## src/rtl/wb_pipe_master.sv

```systemverilog
// Wishbone B4 pipelined master: valid/ready commands in, pipelined requests out, in-order responses.
// Optional watchdog abort enabled by defining WB_PIPE_MASTER_TIMEOUT_EN.
module wb_pipe_master #(
    parameter int unsigned MAX_OUTSTANDING = 4,
    parameter int unsigned TIMEOUT_CYCLES  = 1024
) (
    input  logic        wb_clk_i,
    input  logic        wb_rst_i,
    input  logic        cmd_valid,
    output logic        cmd_ready,
    input  logic        cmd_we,
    input  logic [31:0] cmd_adr,
    input  logic [3:0]  cmd_sel,
    input  logic [31:0] cmd_dat,
    output logic        rsp_valid,
    output logic        rsp_we,
    output logic [31:0] rsp_dat,
    output logic        rsp_err,
    output logic        wbm_cyc_o,
    output logic        wbm_stb_o,
    output logic        wbm_we_o,
    output logic [31:0] wbm_adr_o,
    output logic [3:0]  wbm_sel_o,
    output logic [31:0] wbm_dat_o,
    input  logic [31:0] wbm_dat_i,
    input  logic        wbm_stall_i,
    input  logic        wbm_ack_i
);
    localparam int unsigned CntW = $clog2(MAX_OUTSTANDING + 1);

`ifdef WB_PIPE_MASTER_TIMEOUT_EN
    typedef enum logic [1:0] {StIdle, StBusy, StAbort} state_e;
`else
    typedef enum logic [0:0] {StIdle, StBusy} state_e;
`endif

    state_e                     state_q, state_d;
    logic                       stb_q, stb_d;
    logic                       we_q;
    logic [31:0]                adr_q;
    logic [3:0]                 sel_q;
    logic [31:0]                dat_q;
    logic [CntW-1:0]            issued_q, issued_d, wr_idx;
    logic [MAX_OUTSTANDING-1:0] fifo_q, fifo_d;
    logic                       rsp_valid_q, rsp_valid_d;
    logic                       rsp_we_q, rsp_we_d;
    logic                       rsp_err_q, rsp_err_d;
    logic [31:0]                rsp_dat_q, rsp_dat_d;
    logic                       accept, issue, ack_ok, slot_free, abort_now, in_abort;

    assign issue     = stb_q && !wbm_stall_i;
    assign ack_ok    = (state_q == StBusy) && wbm_ack_i && (issued_q != '0);
    assign slot_free = (32'(issued_q) + 32'(stb_q)) < MAX_OUTSTANDING;
    // Gated by reset so the handshake is dead while the block is held in reset.
    assign cmd_ready = wb_rst_i && (!stb_q || !wbm_stall_i) && slot_free && !in_abort && !abort_now;
    assign accept    = cmd_valid && cmd_ready;

`ifdef WB_PIPE_MASTER_TIMEOUT_EN
    localparam int unsigned TmoW = $clog2(TIMEOUT_CYCLES + 1);
    logic [TmoW-1:0] tmo_q, tmo_d;
    logic            tmo_run;

    always_comb begin
        tmo_run   = (state_q == StBusy) && ((issued_q != '0) || stb_q);
        abort_now = tmo_run && !issue && !ack_ok && (32'(tmo_q) >= TIMEOUT_CYCLES - 1);
        tmo_d     = (!tmo_run || issue || ack_ok) ? '0 : tmo_q + TmoW'(1);
        in_abort  = (state_q == StAbort);
    end

    always_ff @(posedge wb_clk_i or negedge wb_rst_i) begin
        if (!wb_rst_i) begin
            tmo_q <= '0;
        end else begin
            tmo_q <= tmo_d;
        end
    end
`else
    assign abort_now = 1'b0;
    assign in_abort  = 1'b0;
`endif

    always_comb begin
        state_d  = state_q;
        stb_d    = stb_q;
        if (issue) stb_d = 1'b0;
        if (accept) stb_d = 1'b1;
        issued_d = issued_q + CntW'(issue) - CntW'(ack_ok);
        // Head of the we FIFO lives at bit 0; a push lands behind whatever survives the pop.
        wr_idx   = issued_q - CntW'(ack_ok);
        fifo_d   = ack_ok ? (fifo_q >> 1) : fifo_q;
        for (int i = 0; i < int'(MAX_OUTSTANDING); i++) begin
            if (issue && (i == int'(wr_idx))) fifo_d[i] = we_q;
        end
        rsp_valid_d = ack_ok;
        rsp_we_d    = ack_ok && fifo_q[0];
        rsp_dat_d   = (ack_ok && !fifo_q[0]) ? wbm_dat_i : '0;
        rsp_err_d   = 1'b0;

        case (state_q)
            StIdle: if (accept) state_d = StBusy;
            StBusy: if ((issued_d == '0) && !stb_d) state_d = StIdle;
`ifdef WB_PIPE_MASTER_TIMEOUT_EN
            StAbort: state_d = StIdle;
`endif
            default: state_d = StIdle;
        endcase

`ifdef WB_PIPE_MASTER_TIMEOUT_EN
        // One error response stands in for every request dropped by the abort.
        if (abort_now) begin
            state_d     = StAbort;
            stb_d       = 1'b0;
            issued_d    = '0;
            fifo_d      = '0;
            rsp_valid_d = 1'b1;
            rsp_we_d    = 1'b0;
            rsp_dat_d   = '0;
            rsp_err_d   = 1'b1;
        end
`endif
    end

    always_ff @(posedge wb_clk_i or negedge wb_rst_i) begin
        if (!wb_rst_i) begin
            state_q     <= StIdle;
            stb_q       <= 1'b0;
            we_q        <= 1'b0;
            adr_q       <= '0;
            sel_q       <= '0;
            dat_q       <= '0;
            issued_q    <= '0;
            fifo_q      <= '0;
            rsp_valid_q <= 1'b0;
            rsp_we_q    <= 1'b0;
            rsp_dat_q   <= '0;
            rsp_err_q   <= 1'b0;
        end else begin
            state_q     <= state_d;
            stb_q       <= stb_d;
            issued_q    <= issued_d;
            fifo_q      <= fifo_d;
            rsp_valid_q <= rsp_valid_d;
            rsp_we_q    <= rsp_we_d;
            rsp_dat_q   <= rsp_dat_d;
            rsp_err_q   <= rsp_err_d;
            if (accept) begin
                we_q  <= cmd_we;
                adr_q <= cmd_adr;
                sel_q <= cmd_sel;
                dat_q <= cmd_dat;
            end
        end
    end

    assign wbm_cyc_o = (state_q == StBusy);
    assign wbm_stb_o = stb_q;
    assign wbm_we_o  = we_q;
    assign wbm_adr_o = adr_q;
    assign wbm_sel_o = sel_q;
    assign wbm_dat_o = dat_q;
    assign rsp_valid = rsp_valid_q;
    assign rsp_we    = rsp_we_q;
    assign rsp_dat   = rsp_dat_q;
    assign rsp_err   = rsp_err_q;

endmodule
```

## config.mk

```make
export PLATFORM = sky130hd
export DESIGN_NAME = wb_pipe_master
export DESIGN_NICKNAME = d
export VERILOG_FILES = /design/src/rtl/wb_pipe_master.sv
export SDC_FILE = /design/constraint.sdc
export NUM_CORES = 1
export LEC_CHECK = 0
export BUFFER_PORTS_ARGS = -buffer_cell sky130_fd_sc_hd__buf_2
export CORE_MARGIN = 2
export CORE_UTILIZATION = 49
export CTS_CLUSTER_SIZE = 16
export DETAILED_ROUTE_END_ITERATION = 12
export MAX_ROUTING_LAYER = met4
export PLACE_DENSITY = 0.85
export SLEW_MARGIN = 20
export SYNTH_ARGS = -nofsm -noshare
export SYNTH_HDL_FRONTEND = slang
export SYNTH_SLANG_ARGS = --single-unit
```

## constraint.sdc

```tcl
create_clock -name wb_clk_i -period 4.8 [get_ports wb_clk_i]
set_input_delay 0.96 -clock wb_clk_i [delete_from_list [all_inputs] [get_ports wb_clk_i]]
set_output_delay 0.96 -clock wb_clk_i [all_outputs]
set_load 0.005 [all_outputs]
```

# ---- Word level (Yosys, flattened, before mapping)
# Index checks and enable logic that the tools add are counted.
# W data, S select, Z words.
dict set report totals {
  ff_bits 112
  input_bits 106
  out_inout_bits 107
  word_cells 59
}
dict set report classes {
  add_sub_neg 4
  n_lt_le_gt_ge 1
  n_eq_ne 3
  n_mux 11
  bitwise_logic 1
  n_reduce_logical 25
}
# op n
set ops {}
lappend ops {{$mux W32} 1}
lappend ops {{$logic_and A1 B1 Y1} 13}
lappend ops {{$mux W1} 8}
lappend ops {{$reduce_bool A2 Y1} 4}
lappend ops {{$eq A3 B3 Y1 const A} 2}
lappend ops {{$logic_not A3 Y1} 2}
lappend ops {{$sub A3 B1 Y3} 2}
lappend ops {{$add A3 B1 Y4} 1}
lappend ops {{$logic_not A1 Y1} 4}
lappend ops {{$lt A4 B3 Y1 const B} 1}
lappend ops {{$mux W4} 1}
lappend ops {{$add A3 B1 Y3} 1}
lappend ops {{$eq A2 B3 Y1 const A} 1}
lappend ops {{$reduce_bool A3 Y1} 1}
lappend ops {{$pmux W1 S2} 1}
lappend ops {{$logic_or A1 B1 Y1} 1}
lappend ops {{$not A1 Y1} 1}

# ---- Depth between registers and ports, before layout
# Gate-level depths: netlist of run 1.
dict set report logic_depth {
  ltp_word 10
  ltp_mapped 10
  ltp_nobuf 10
}

# ---- Worst setup path after synthesis of run 1
# No wires, ideal clock.
dict set report synth_timing {
  path_kind {input -> register}
  start {in wbm_ack_i}
  end {reg state_q (netlist: wbm_cyc_o)}
  setup_time_ns 0.120
  t_arrival_ns 2.499
  required_time_ns 4.680
  path_slack_ns 2.181
  path_stages 10
  n_path_buf 0
  cell_sequence {o311ai_2 -> inv_1 -> ha_1 -> inv_1 -> ha_1 -> inv_1 -> fa_1 -> nand3b_1 -> o21ai_0 -> nand2_1}
}
dict set report synth_via {
  elab_chain_len 7
}
# element line
set synth_lines {}
lappend synth_lines {{from (decl)} 27} ;# input logic wbm_ack_i
lappend synth_lines {{$logic_and A1 B1 Y1 (2 in series)} 52} ;# assign ack_ok = (state_q == StBusy) && wbm_ack_i && (issued_q != '0);
lappend synth_lines {{named net ack_ok} 49} ;# logic accept, issue, ack_ok, slot_free, abort_now, in_abort;
lappend synth_lines {{$sub A3 B1 Y3} 87} ;# issued_d = issued_q + CntW'(issue) - CntW'(ack_ok);
lappend synth_lines {{$logic_not A3 Y1} 101} ;# StBusy: if ((issued_d == '0) && !stb_d) state_d = StIdle;
lappend synth_lines {{$logic_and A1 B1 Y1} 101}
lappend synth_lines {{$mux W1} 101}
lappend synth_lines {{$pmux W1 S2} 99} ;# case (state_q)
lappend synth_lines {{named net state_d} 37} ;# state_e state_q, state_d;
lappend synth_lines {{to (signal assigned)} 125} ;# state_q <= StIdle;
lappend synth_lines {{to (signal assigned)} 138} ;# state_q <= state_d;
lappend synth_lines {{to (decl)} 37}
# The timed path passes the listed nets, and every way through them passes these cells.
# A chain may end at the register's enable or synchronous reset.

# ---- Final worst setup path of run 1
dict set report layout_timing {
  start {in wb_rst_i}
  end {out cmd_ready}
}
dict set report layout_via {
  elab_chain_len 2
}
# element line
set layout_lines {}
lappend layout_lines {{from (decl)} 8} ;# input logic wb_rst_i,
lappend layout_lines {{$logic_and A1 B1 Y1 (2 in series)} 55} ;# assign cmd_ready = wb_rst_i && (!stb_q || !wbm_stall_i) && slot_free && !in_abort && !abort_now;
lappend layout_lines {{to (decl)} 10} ;# output logic cmd_ready,
# Every way passes these cells.

==> summary.md, run 1 <==
| Metric | Value |
|---|---|
| Status | finished clean |
| Sequential area share after synthesis | 66.6% |
| Die height | 96.7 um |
| Mapped cell area | 4210 sq um |
| Total grt overflow | 0 |
| Prevailing post-synth register cell | dfrtp_1 |
| Pwr Density | 567 nW/um^2 |
| CTS tree | built |
| Mapped Nets | 381 |
| Slew Viols, Final | 0 |
| Worst slew pin tran | 0.776 ns |
| Chip width | 96.7 um |
| Hold_ws | 0.504 ns |
| Fin area | 5510 sq um |
| Dpl hpwl | 7.09 mm |
| GR Layer Usage met3 | 5.49% |
| Synthesized area per cell | 15.6 sq um |
| Largest net degree at the start of global routing | 66 |
| Maximum vdd drop | 0.247 mV |
| Clock Sinks | 112 |
| Vias/cell | 4.83 |
| Syn. warnings | 0 |
| R2R Path Start | issued_q[0] |
| Drt total wl | 9.10 mm |
| Met1 Use GR | 23.4% |
| Post-DP Area | 5340 sq um |
| Initial DRC count | 75 |
| R2R Path End | wbm_cyc_o |
| First-pass GRT wire length | 15.1 mm |
| Layout cells sized above 1 | 60.2% |
| Clk slew on worst S/H paths | 0.11 ns |
| Critical Path Source Type | primary input |
| First drt pass iteration count | 4 |
| Setup crit start | wb_rst_i |
| RSZ-0062 raised after global routing | false |
| Pre-CTS WS | 1.80 ns |
| Area Overhead vs Synth | 31.0% |
| Tcrit/Tclk final | 60.1% |
| Start point of the worst hold path | wbm_sel_o[2] |
| ANT nets after route | 0 |
| Final setup violation count | 0 |
| # port buffers | 211 |
| HP Class | flip-flop to flip-flop |
| Initial core utilization | 51.0% |
| CP required | 3.84 ns |
| Worst setup margin | 1.91 ns |
| Ports | 213 |
| # diodes | 0 |
| H-tree Lvls | 3 |
| Final GP Congestion | 0.776 |
| MaxCap Viol Count | 0 |
| Critical path type | primary input to output pin |
| Final Critical Period | 2.89 ns |
| Clock Skew | 0.0105 ns |
| R2R setup slack | 2.07 ns |
| Gate Count Post-Synth | 269 |
| Initial antenna violation count | 0 |
| Final TNS setup | 0 ns |
| Routed length per instance | 15.3 um |
| Number of setup buffers added after CTS | 0 |
| Met2 Use GR | 36.4% |
| Netlist cell types | 24 |
| Number of global-route vias before repair | 3088 |
| Grt peak-use layer | met2 |
| Rows | 33 |
| Crit path max fanout | 49 |
| Worst slew margin | 48.3% |
| Fmax | 347 MHz |
| EDFF count, synth | 0 |
| Fin. Hold Viols | 0 |
| Clock Root Buffer | clkbuf_8 |
| Fillers | 620 |
| Core ar. | 8260 sq um |
| Critical path endpoint category | output pin |
| Post-CTS Resized | 0 |
| Num CTS Buffers | 9 |
| Worst reg-to-reg path cell count | 10 |
| DRC errors left | 0 |
| Clock Path Buffers | 2 |
| Asr flop ratio synth | 100% |
| Static Leak | 2.98 nW |
| Arrival time worst endpoint | 1.93 ns |
| GRT Overall Usage | 20.7% |
| Nets | 596 |
| Hold-fix buffers, CTS | 0 |
| Die area | 9340 sq um |
| Synth Register Bits | 112 |
| DR vias | 2864 |
| Worst Setup EP | cmd_ready |
| Latest clock arrival within the worst-skew pair | 0.36 ns |
==> synth_stat cells, types with 4 or more instances <==
cell     number  area [sq um]
mux2_1        6          67.6
ha_1          5          62.6
and2_1       33           206
buf_6         4          45.0
mux2_2       63           709
dfrtp_1     112          2800
nand2_1       6          22.5
inv_1         7          26.3
mux2i_1       6          60.1
buf_4         4          30.0
==> metrics by stage <==
step	power (mW)	instances	util (%)
3_3_place_gp	2.60	578	64.7
3_5_place_dp	2.68	578	64.7
5_1_grt	3.35	593	66.7
6_report	3.12	593	66.7
2_1_floorplan	2.11	269	-
4_1_cts	3.17	593	66.7
==> worst min path at each step <==
stage,to,slack (ns),cells after the start
after global placement,wbm_dat_o[29],0.47,1
after CTS,wbm_dat_o[30],0.51,1
final,wbm_sel_o[2],0.50,1
after detailed placement,wbm_dat_o[30],0.48,1
after floorplan,rsp_we,0.48,1
after global routing,wbm_sel_o[0],0.52,1
==> report_power, final <==
group          internal [mW]  switching [mW]  leakage, nW
Clock                  0.192           0.306       0.0833
Combinational          0.630           0.482         1.50
Sequential              1.33           0.188         1.40
==> worst max-delay path, stage by stage <==
cell and delay [ns]:
buf_4 0.11, buf_4 0.49, and3_1 0.24, buf_2 0.11
==> final cells by class <==
class,instances,area (sq um),area share [%]
Sequential cell,112,2800,50.9
Multi-Input combinational cell,139,1290,23.5
Clock buffer,10,128,2.32
Tap cell,105,131,2.38
Inverter,7,26.3,0.477
Clock inverter,5,42.5,0.772
Timing Repair Buffer,215,1090,19.8
==> cell families (layout without fill, tap and decap cells) <==
group / Yosys count / in the layout / share of synthesized area (%)
AO/OA/AOI/OAI: 4 / 4 / 0.803
XOR/XNOR: 3 / 3 / 0.625
adder cells (fa/ha/maj): 6 / 6 / 1.96
buffers and inverters: 18 / 237 / 2.68
flip-flops: 112 / 112 / 66.6
multiplexers: 75 / 75 / 19.9
other: 1 / 1 / 0.0891
AND/OR/NAND/NOR: 50 / 50 / 7.34
==> state kept, by name, summed over array words and instances, names as in the netlist, 3 cells and up <==
register   cells
rsp_dat       32
fifo_q         4
wbm_dat_o     32
wbm_adr_o     32
wbm_sel_o      4
issued_q       3
==> cells in the final DEF, fill, tap and decap left out, drive strengths merged, types with 3 or more instances in the layout <==
cell / instances
inv: 9
xor2: 3
mux2i: 6
ha: 5
and2: 33
dfrtp: 112
nand3b: 3
clkbuf: 10
mux2: 69
buf: 215
nand2: 6
==> per-layer routing <==
metal  up-vias  wire length, um  share of wire, %
li1       1323                -                 -
met1      1382             3460                38
met2       147             4770                52
met3        12              755               8.3
met4         0              116               1.3
met5         -                0                 0
No activity file was read; power rests on OpenSTA's default activity.
==> run 2, diff against run 1 <==
ABC_AREA = 1   (was default)
CORE_UTILIZATION = 42   (was 49)
PLACE_DENSITY = 0.76   (was 0.85)
clock period = 2.6 ns   (was 4.8 ns; I/O delays follow)
==> run 2 against run 1 <==
Compared with the run above: sequential cell count unchanged; final cell count rose by 41%; synthesized area up 8.7%; count of clock-buffer cells in the layout down 1; sequential power is 83% higher; critical path type is now flip-flop to flip-flop; sequential share of layout area is 3.8 points lower; critical path depth increased by 9; worst hold slack worse by 0.17 ns; register-to-register slack worse by 1.8 ns; die area up 26%.
==> summary.md, run 2 <==
| Metric | Value |
|---|---|
| Clock Skew | 0.0104 ns (was 0.0105 ns) |
| Layout cells sized above 1 | 34.5% (was 60.2%) |
| Worst setup margin | 0.228 ns (was 1.91 ns) |
| Commonest non-fill, non-tap cell in the layout | buf_2 (unchanged) |
| Maximum vdd drop | 0.450 mV (was 0.247 mV) |
| Final Critical Period | 2.37 ns |
| Sw Share | 37.9% (was 31.3%) |
| Final GP Congestion | 0.900 (was 0.776) |
| Arrival time worst endpoint | 2.61 ns (was 1.93 ns) |
| Core ar. | 10700 sq um (was 8260 sq um) |
| Fmax | 422 MHz |
| Count leader, synth | nand2_1 (was dfrtp_1) |
| Fin. Hold Viols | 0 (unchanged) |
| Clk slew on worst S/H paths | 0.11 ns (about the same) |
| Gate Count Post-Synth | 495 (was 269) |
| Final TNS setup | 0 ns (unchanged) |
| Status | finished clean (unchanged) |
| Pwr Density | 1040 nW/um^2 (was 567 nW/um^2) |
| Register area | 2800 sq um (unchanged) |
| RSZ-0062 raised after global routing | false (unchanged) |
| Die height | 108 um (was 96.7 um) |
| Clock Root Buffer | clkbuf_8 (unchanged) |
| Nets | 806 (was 596) |
| Final setup violation count | 0 (unchanged) |
| Slew Viols, Final | 0 (unchanged) |
| Latest clock arrival within the worst-skew pair | 0.37 ns (was 0.36 ns) |
| Dpl hpwl | 8.10 mm (was 7.09 mm) |
| DRC errors left | 0 (unchanged) |
| Critical path endpoint category | flip-flop (was output pin) |
| ANT nets after route | 0 (unchanged) |
| Int Power | 3.83 mW (was 2.15 mW) |
| Number of setup buffers added after CTS | 0 (unchanged) |
| Die area | 11700 sq um (was 9340 sq um) |
| Synthesized area per cell | 9.24 sq um (was 15.6 sq um) |
| Clock network power share | 17.2% (was 16.0%) |
| Yosys top cell by area | dfrtp_1 (unchanged) |
| Total grt overflow | 0 (unchanged) |
| Final Util | 55.4% (was 66.7%) |
| Ports | 213 (unchanged) |
| H-tree Lvls | 3 (unchanged) |
| Prevailing post-synth register cell | dfrtp_1 (unchanged) |
| Multi-input logic area | 1440 sq um (was 1290 sq um) |
| Crit path max fanout | 5 (was 49) |
| Synth top area share | 61.3% (was 66.6%) |
| Syn. warnings | 0 (unchanged) |
| Pre-CTS WS | 0.151 ns (was 1.80 ns) |
| Commonest cells in the netlist | nand2_1, dfrtp_1, nand4_1 (was dfrtp_1, mux2_2, and2_1) |
| Pwr Total | 6.17 mW (was 3.12 mW) |
| Area Overhead vs Synth | 30.2% (was 31.0%) |
| Sw Pwr | 2.34 mW (was 0.977 mW) |
| Netlist cell types | 18 (was 24) |
| Tcrit/Tclk final | 91.2% |
| Asr flop ratio synth | 100% (unchanged) |
| Hold_ws | 0.337 ns (was 0.504 ns) |
| Drt total wl | 11.6 mm (was 9.10 mm) |
| CTS tree | built (unchanged) |
| Largest net degree at the start of global routing | 71 (was 66) |
| First drt pass iteration count | 4 (unchanged) |
| MaxCap Viol Count | 0 (unchanged) |
| Clock Sinks | 112 (unchanged) |
| # port buffers | 211 (unchanged) |
| CP required | 2.84 ns (was 3.84 ns) |
| Sequential area share after synthesis | 61.3% (was 66.6%) |
| GRT Overall Usage | 20.1% (was 20.7%) |
| Static Leak | 3.56 nW (was 2.98 nW) |
| Mapped Nets | 607 (was 381) |
| Reg power frac | 44.9% (was 48.5%) |
| DR vias | 4094 (was 2864) |
| Worst slew pin tran | 0.728 ns (was 0.776 ns) |
| Most frequent cells in the layout | buf_2, nand2_1, dfrtp_1 (was buf_2, dfrtp_1, mux2_2) |
| Mapped cell area | 4570 sq um (was 4210 sq um) |
| Clock Path Buffers | 2 (unchanged) |
| Chip width | 108 um (was 96.7 um) |
| Comb pwr share | 37.9% (was 35.6%) |
| Critical path type | flip-flop to flip-flop (was primary input to output pin) |
| # diodes | 0 (unchanged) |
| Fillers | 952 (was 620) |
| Initial core utilization | 42.6% (was 51.0%) |
| Num CTS Buffers | 9 (unchanged) |
| EDFF count, synth | 0 (unchanged) |
| Number of global-route vias before repair | 3962 (was 3088) |
| First-pass GRT wire length | 18.1 mm (was 15.1 mm) |
| Critical Path Source Type | flip-flop (was primary input) |
| HP Class | primary input to flip-flop (was flip-flop to flip-flop) |
| Area contributors post-synth | dfrtp_1, nand2_1, nand4_1, inv_1, nor2_1 (was dfrtp_1, mux2_2, and2_1, mux2_1, ha_1) |
| Initial antenna violation count | 0 (unchanged) |
| Worst slew margin | 51.4% (was 48.3%) |
| Initial DRC count | 424 (was 75) |
| Synth Register Bits | 112 (unchanged) |
| Routed length per instance | 13.9 um (was 15.3 um) |
| Vias/cell | 4.88 (was 4.83) |
| Rows | 38 (was 33) |
-- run 2: cell types whose count changed after synthesis, sizes merged, moves of 2 or more --
| cell | delta |
|---|---|
| mux2i | -6 |
| nand2 | +148 |
| clkbuf | +4 |
| xor2 | -3 |
| and2 | -33 |
| xnor2 | +2 |
| mux2 | -69 |
| nand3b | -3 |
| inv | +43 |
| nor2 | +45 |
| buf | +18 |
| nand3 | +12 |
| nand4 | +73 |
| o21ai | -2 |
-- run 2: routing by layer --
| metal | up-vias | track usage, % | wire, um |
|---|---|---|---|
| li1 | 1978 | - | - |
| met1 | 1928 | 24.3 | 4980 |
| met2 | 179 | 32.6 | 5520 |
| met3 | 9 | 6.15 | 1050 |
| met4 | 0 | 5.68 | 87 |
| met5 | - | - | 0 |
-- run 2: final timing paths --
kind / start / to / slack, ns / cells past startpoint
min in group asynchronous: wb_rst_i / wbm_stb_o / 0.50 / 2
setup reg to reg: issued_q[1] / wbm_cyc_o / 0.23 / 13
max in group asynchronous: wb_rst_i / wbm_dat_o[26] / 1.23 / 3
hold / removal: wbm_dat_i[4] / rsp_dat[4] / 0.34 / 3
hold reg to reg: wbm_sel_o[3] / wbm_sel_o[3] / 0.48 / 2
setup / recovery: issued_q[1] / wbm_cyc_o / 0.23 / 13
-- run 2: final cells by class --
cell class                 count  share of cell area (%)
sequential                   112                    47.1
multi-input combinational    300                    24.2
timing repair buffer         221                    19.3
inverter                      50                    3.15
tap                          140                    2.94
clock buffer                   9                    2.08
clock inverter                 7                    1.30
-- run 2: power by group through the flow --
| stage | logic, mW | registers, mW | clock network [mW] |
|---|---|---|---|
| after floorplan | 1.22 | 2.83 | 0 |
| final | 2.34 | 2.77 | 1.06 |
| after global routing | 2.66 | 2.85 | 1.18 |
| after detailed placement | 2.34 | 2.80 | 0 |
| after global placement | 2.24 | 2.78 | 0 |
| after CTS | 2.34 | 2.77 | 1.10 |
-- run 2: critical path: stages, from the launching register on --
cell and delay, ns:
dfrtp_1 0.46, inv_1 0.10, nand2_1 0.06, o21bai_2 0.13, inv_1 0.10, ha_1 0.31, inv_1 0.06, ha_1 0.13
inv_1 0.05, fa_1 0.41, xnor2_2 0.21, nand3_1 0.09, nand2_1 0.06, nand2_1 0.05
-- run 2: kinds of logic after synthesis --
logic type,count (synthesis),share of synthesized area (%)
adders and majority gates,6,1.81
buffers and inverters,83,7.77
other,1,0.0820
DFF,112,61.3
and+or+nand+nor,289,28.3
AOI/OAI and AO/OA,2,0.355
xor gates and xnor gates,2,0.383
-- run 2: timing repair --
action                     in CTS  in global routing
resized for setup               0                  1
hold endpoints to repair        1                  0
setup endpoints to repair       0                  1
hold buffers                    1                  0
-- run 2: stage by stage --
stage          instance area, sq um  instances
3_5_place_dp                   5740        822
4_1_cts                        5950        839
3_3_place_gp                   5740        822
5_1_grt                        5960        839
2_1_floorplan                  4570        495
6_report                       5960        839
==> run 3, diff against run 2 <==
ABC_AREA = default   (was 1)
CORE_UTILIZATION = 41   (was 42)
==> run 3 against run 2 <==
Compared with the run above: global-route usage decreased by 3.1 points; register-to-register slack got worse by 0.06 ns; sequential power about the same; maximum frequency decreased by 2.3%; clock power decreased by 11%; worst hold slack got worse by 0.11 ns; clock skew increased by 0.0033 ns; largest cell class unchanged.
==> summary.md, run 3 (synthesis gave the netlist of run 1 again) <==
| Metric | Value |
|---|---|
| Status | finished clean (unchanged) |
| Final setup violation count | 0 (unchanged) |
| Arrival time worst endpoint | 2.66 ns (was 2.61 ns) |
| Post-Layout Cell Count | 624 (was 839) |
| Ports | 213 (unchanged) |
| Chip width | 105 um (was 108 um) |
| Initial core utilization | 42.7% (was 42.6%) |
| Most frequent cells in the layout | buf_2, dfrtp_1, mux2_2 (was buf_2, nand2_1, dfrtp_1) |
| RSZ-0062 raised after global routing | false (unchanged) |
| Hold_ws | 0.231 ns (was 0.337 ns) |
| Nets | 598 (was 806) |
| Layout cells sized above 1 | 60.1% (was 34.5%) |
| Number of setup buffers added after CTS | 0 (unchanged) |
| GRT Overall Usage | 17.0% (was 20.1%) |
| Cell mode on critical path | inv_1 (unchanged) |
| Clock Sinks | 112 (unchanged) |
| Multi-input logic area | 1290 sq um (was 1440 sq um) |
| CP required | 2.83 ns (was 2.84 ns) |
| Placed Instances | 608 (was 822) |
| Crit path cell chain | o311ai_2 -> inv_1 -> ha_1 -> inv_1 -> ha_1 -> inv_1 -> fa_1 -> nand3b_1 -> o21ai_0 -> nand2_1 (was inv_1 -> nand2_1 -> o21bai_2 -> inv_1 -> ha_1 -> inv_1 -> ha_1 -> inv_1 -> fa_1 -> xnor2_2 -> nand3_1 -> nand2_1 -> nand2_1) |
| Initial antenna violation count | 0 (unchanged) |
| DR vias | 2852 (was 4094) |
| Total grt overflow | 0 (unchanged) |
| Hold-fix buffers, CTS | 0 (was 1) |
| Clk slew on worst S/H paths | 0.10 ns (was 0.11 ns) |
| Fillers | 826 (was 952) |
| Pre-CTS WS | 0.239 ns (was 0.151 ns) |
| Dpl hpwl | 6.93 mm (was 8.10 mm) |
| Fin area | 5570 sq um (was 5960 sq um) |
| CTS tree | built (unchanged) |
| Vias/cell | 4.57 (was 4.88) |
| Fmax | 412 MHz (was 422 MHz) |
| Crit path max fanout | 5 (unchanged) |
| Clock Root Buffer | clkbuf_8 (unchanged) |
| Routed length per instance | 14.5 um (was 13.9 um) |
| Die height | 105 um (was 108 um) |
| Fin. Hold Viols | 0 (unchanged) |
| Tcrit/Tclk final | 93.4% (was 91.2%) |
| H-tree Lvls | 3 (unchanged) |
| Initial DRC count | 74 (was 424) |
| Slew Viols, Final | 0 (unchanged) |
| First-pass GRT wire length | 14.3 mm (was 18.1 mm) |
| Core ar. | 9860 sq um (was 10700 sq um) |
| Drt total wl | 9.04 mm (was 11.6 mm) |
| Rows | 36 (was 38) |
| Pwr Total | 5.79 mW (was 6.17 mW) |
| Worst path slowest cell | fa_1 (was dfrtp_1) |
| Largest net degree at the start of global routing | 79 (was 71) |
| R2R Path Start | issued_q[1] (unchanged) |
| Post-CTS Resized | 0 (unchanged) |
| Worst reg-to-reg path cell count | 10 (was 13) |
| Critical Path Source Type | flip-flop (unchanged) |
| # diodes | 0 (unchanged) |
| Critical path type | flip-flop to flip-flop (unchanged) |
| Maximum vdd drop | 0.522 mV (was 0.450 mV) |
| Worst setup margin | 0.172 ns (was 0.228 ns) |
| First drt pass iteration count | 4 (unchanged) |
| Area Overhead vs Synth | 32.3% (was 30.2%) |
| Latest clock arrival within the worst-skew pair | 0.36 ns (was 0.37 ns) |
| Final Util | 56.4% (was 55.4%) |
| Commonest non-fill, non-tap cell in the layout | buf_2 (unchanged) |
| Num CTS Buffers | 9 (unchanged) |
| Final Critical Period | 2.43 ns (was 2.37 ns) |
| Number of global-route vias before repair | 3022 (was 3962) |
| Clock Path Buffers | 2 (unchanged) |
| Register area | 2800 sq um (unchanged) |
| Final TNS setup | 0 ns (unchanged) |
| HP Class | primary input to asynchronous set/reset pin (was primary input to flip-flop) |
| Setup crit start | issued_q[1] (unchanged) |
| Worst slew pin tran | 0.958 ns (was 0.728 ns) |
| CP peak stage delay | 0.51 ns (was 0.46 ns) |
| MaxCap Viol Count | 0 (unchanged) |
| Clock Skew | 0.0137 ns (was 0.0104 ns) |
| ANT nets after route | 0 (unchanged) |
| # port buffers | 211 (unchanged) |
| Worst slew margin | 36.1% (was 51.4%) |
| DRC errors left | 0 (unchanged) |
| Pwr Density | 1040 nW/um^2 (about the same) |
| Final GP Congestion | 0.794 (was 0.900) |
| Die area | 11100 sq um (was 11700 sq um) |
| Critical path endpoint category | flip-flop (unchanged) |
| Static Leak | 3.00 nW (was 3.56 nW) |
| Post-DP Area | 5390 sq um (was 5740 sq um) |
## run 3: cell count changes in the layout (fill, tap and decap cells not counted), moves of 12 or more
cell,before,now
nor2_1,46,2
nand4_1,73,0
mux2_2,0,63
and2_1,0,33
inv_1,50,7
nand3_1,14,2
nand2_1,153,6
## run 3: power by group
part | total, mW | switching (mW) | internal [mW]
sequential | 2.80 | 0.347 | 2.45
combinational | 2.05 | 0.881 | 1.17
clock | 0.942 | 0.538 | 0.404
## run 3: critical path: cells and delay by family (launching register included)
family                   cells  cell delay (ns)
adder cells (fa/ha/maj)      3             0.95
buffers and inverters        3             0.24
AND/OR/NAND/NOR              2             0.16
AO/OA/AOI/OAI                2             0.49
flip-flops                   1             0.47
## run 3: worst paths after layout
| path | end | slack (ns) |
|---|---|---|
| worst max-delay path | wbm_cyc_o | 0.17 |
| worst min-delay path | wbm_dat_o[11] | 0.23 |
| worst max register to register | wbm_cyc_o | 0.17 |
| worst min register to register | wbm_dat_o[30] | 0.50 |
| max in group asynchronous | wbm_adr_o[10] | 1.54 |
| min in group wb_clk_i | rsp_dat[30] | 0.36 |
## run 3: area by class of cell
| class | instances | share of cell area [%] |
|---|---|---|
| Clock inverter | 2 | 0.247 |
| Inverter | 7 | 0.472 |
| Sequential cell | 112 | 50.3 |
| Clock buffer | 14 | 2.92 |
| Tap cell | 133 | 2.99 |
| Timing Repair Buffer | 217 | 19.8 |
| Multi-Input combinational cell | 139 | 23.2 |
## run 3: routing by layer
metal | global-route usage, % | vias to the layer above | wire (um)
met5 | - | - | 0
met2 | 28.5 | 145 | 4580
met4 | 7.71 | 0 | 182
met3 | 4.27 | 14 | 775
li1 | - | 1332 | -
met1 | 19.1 | 1361 | 3510
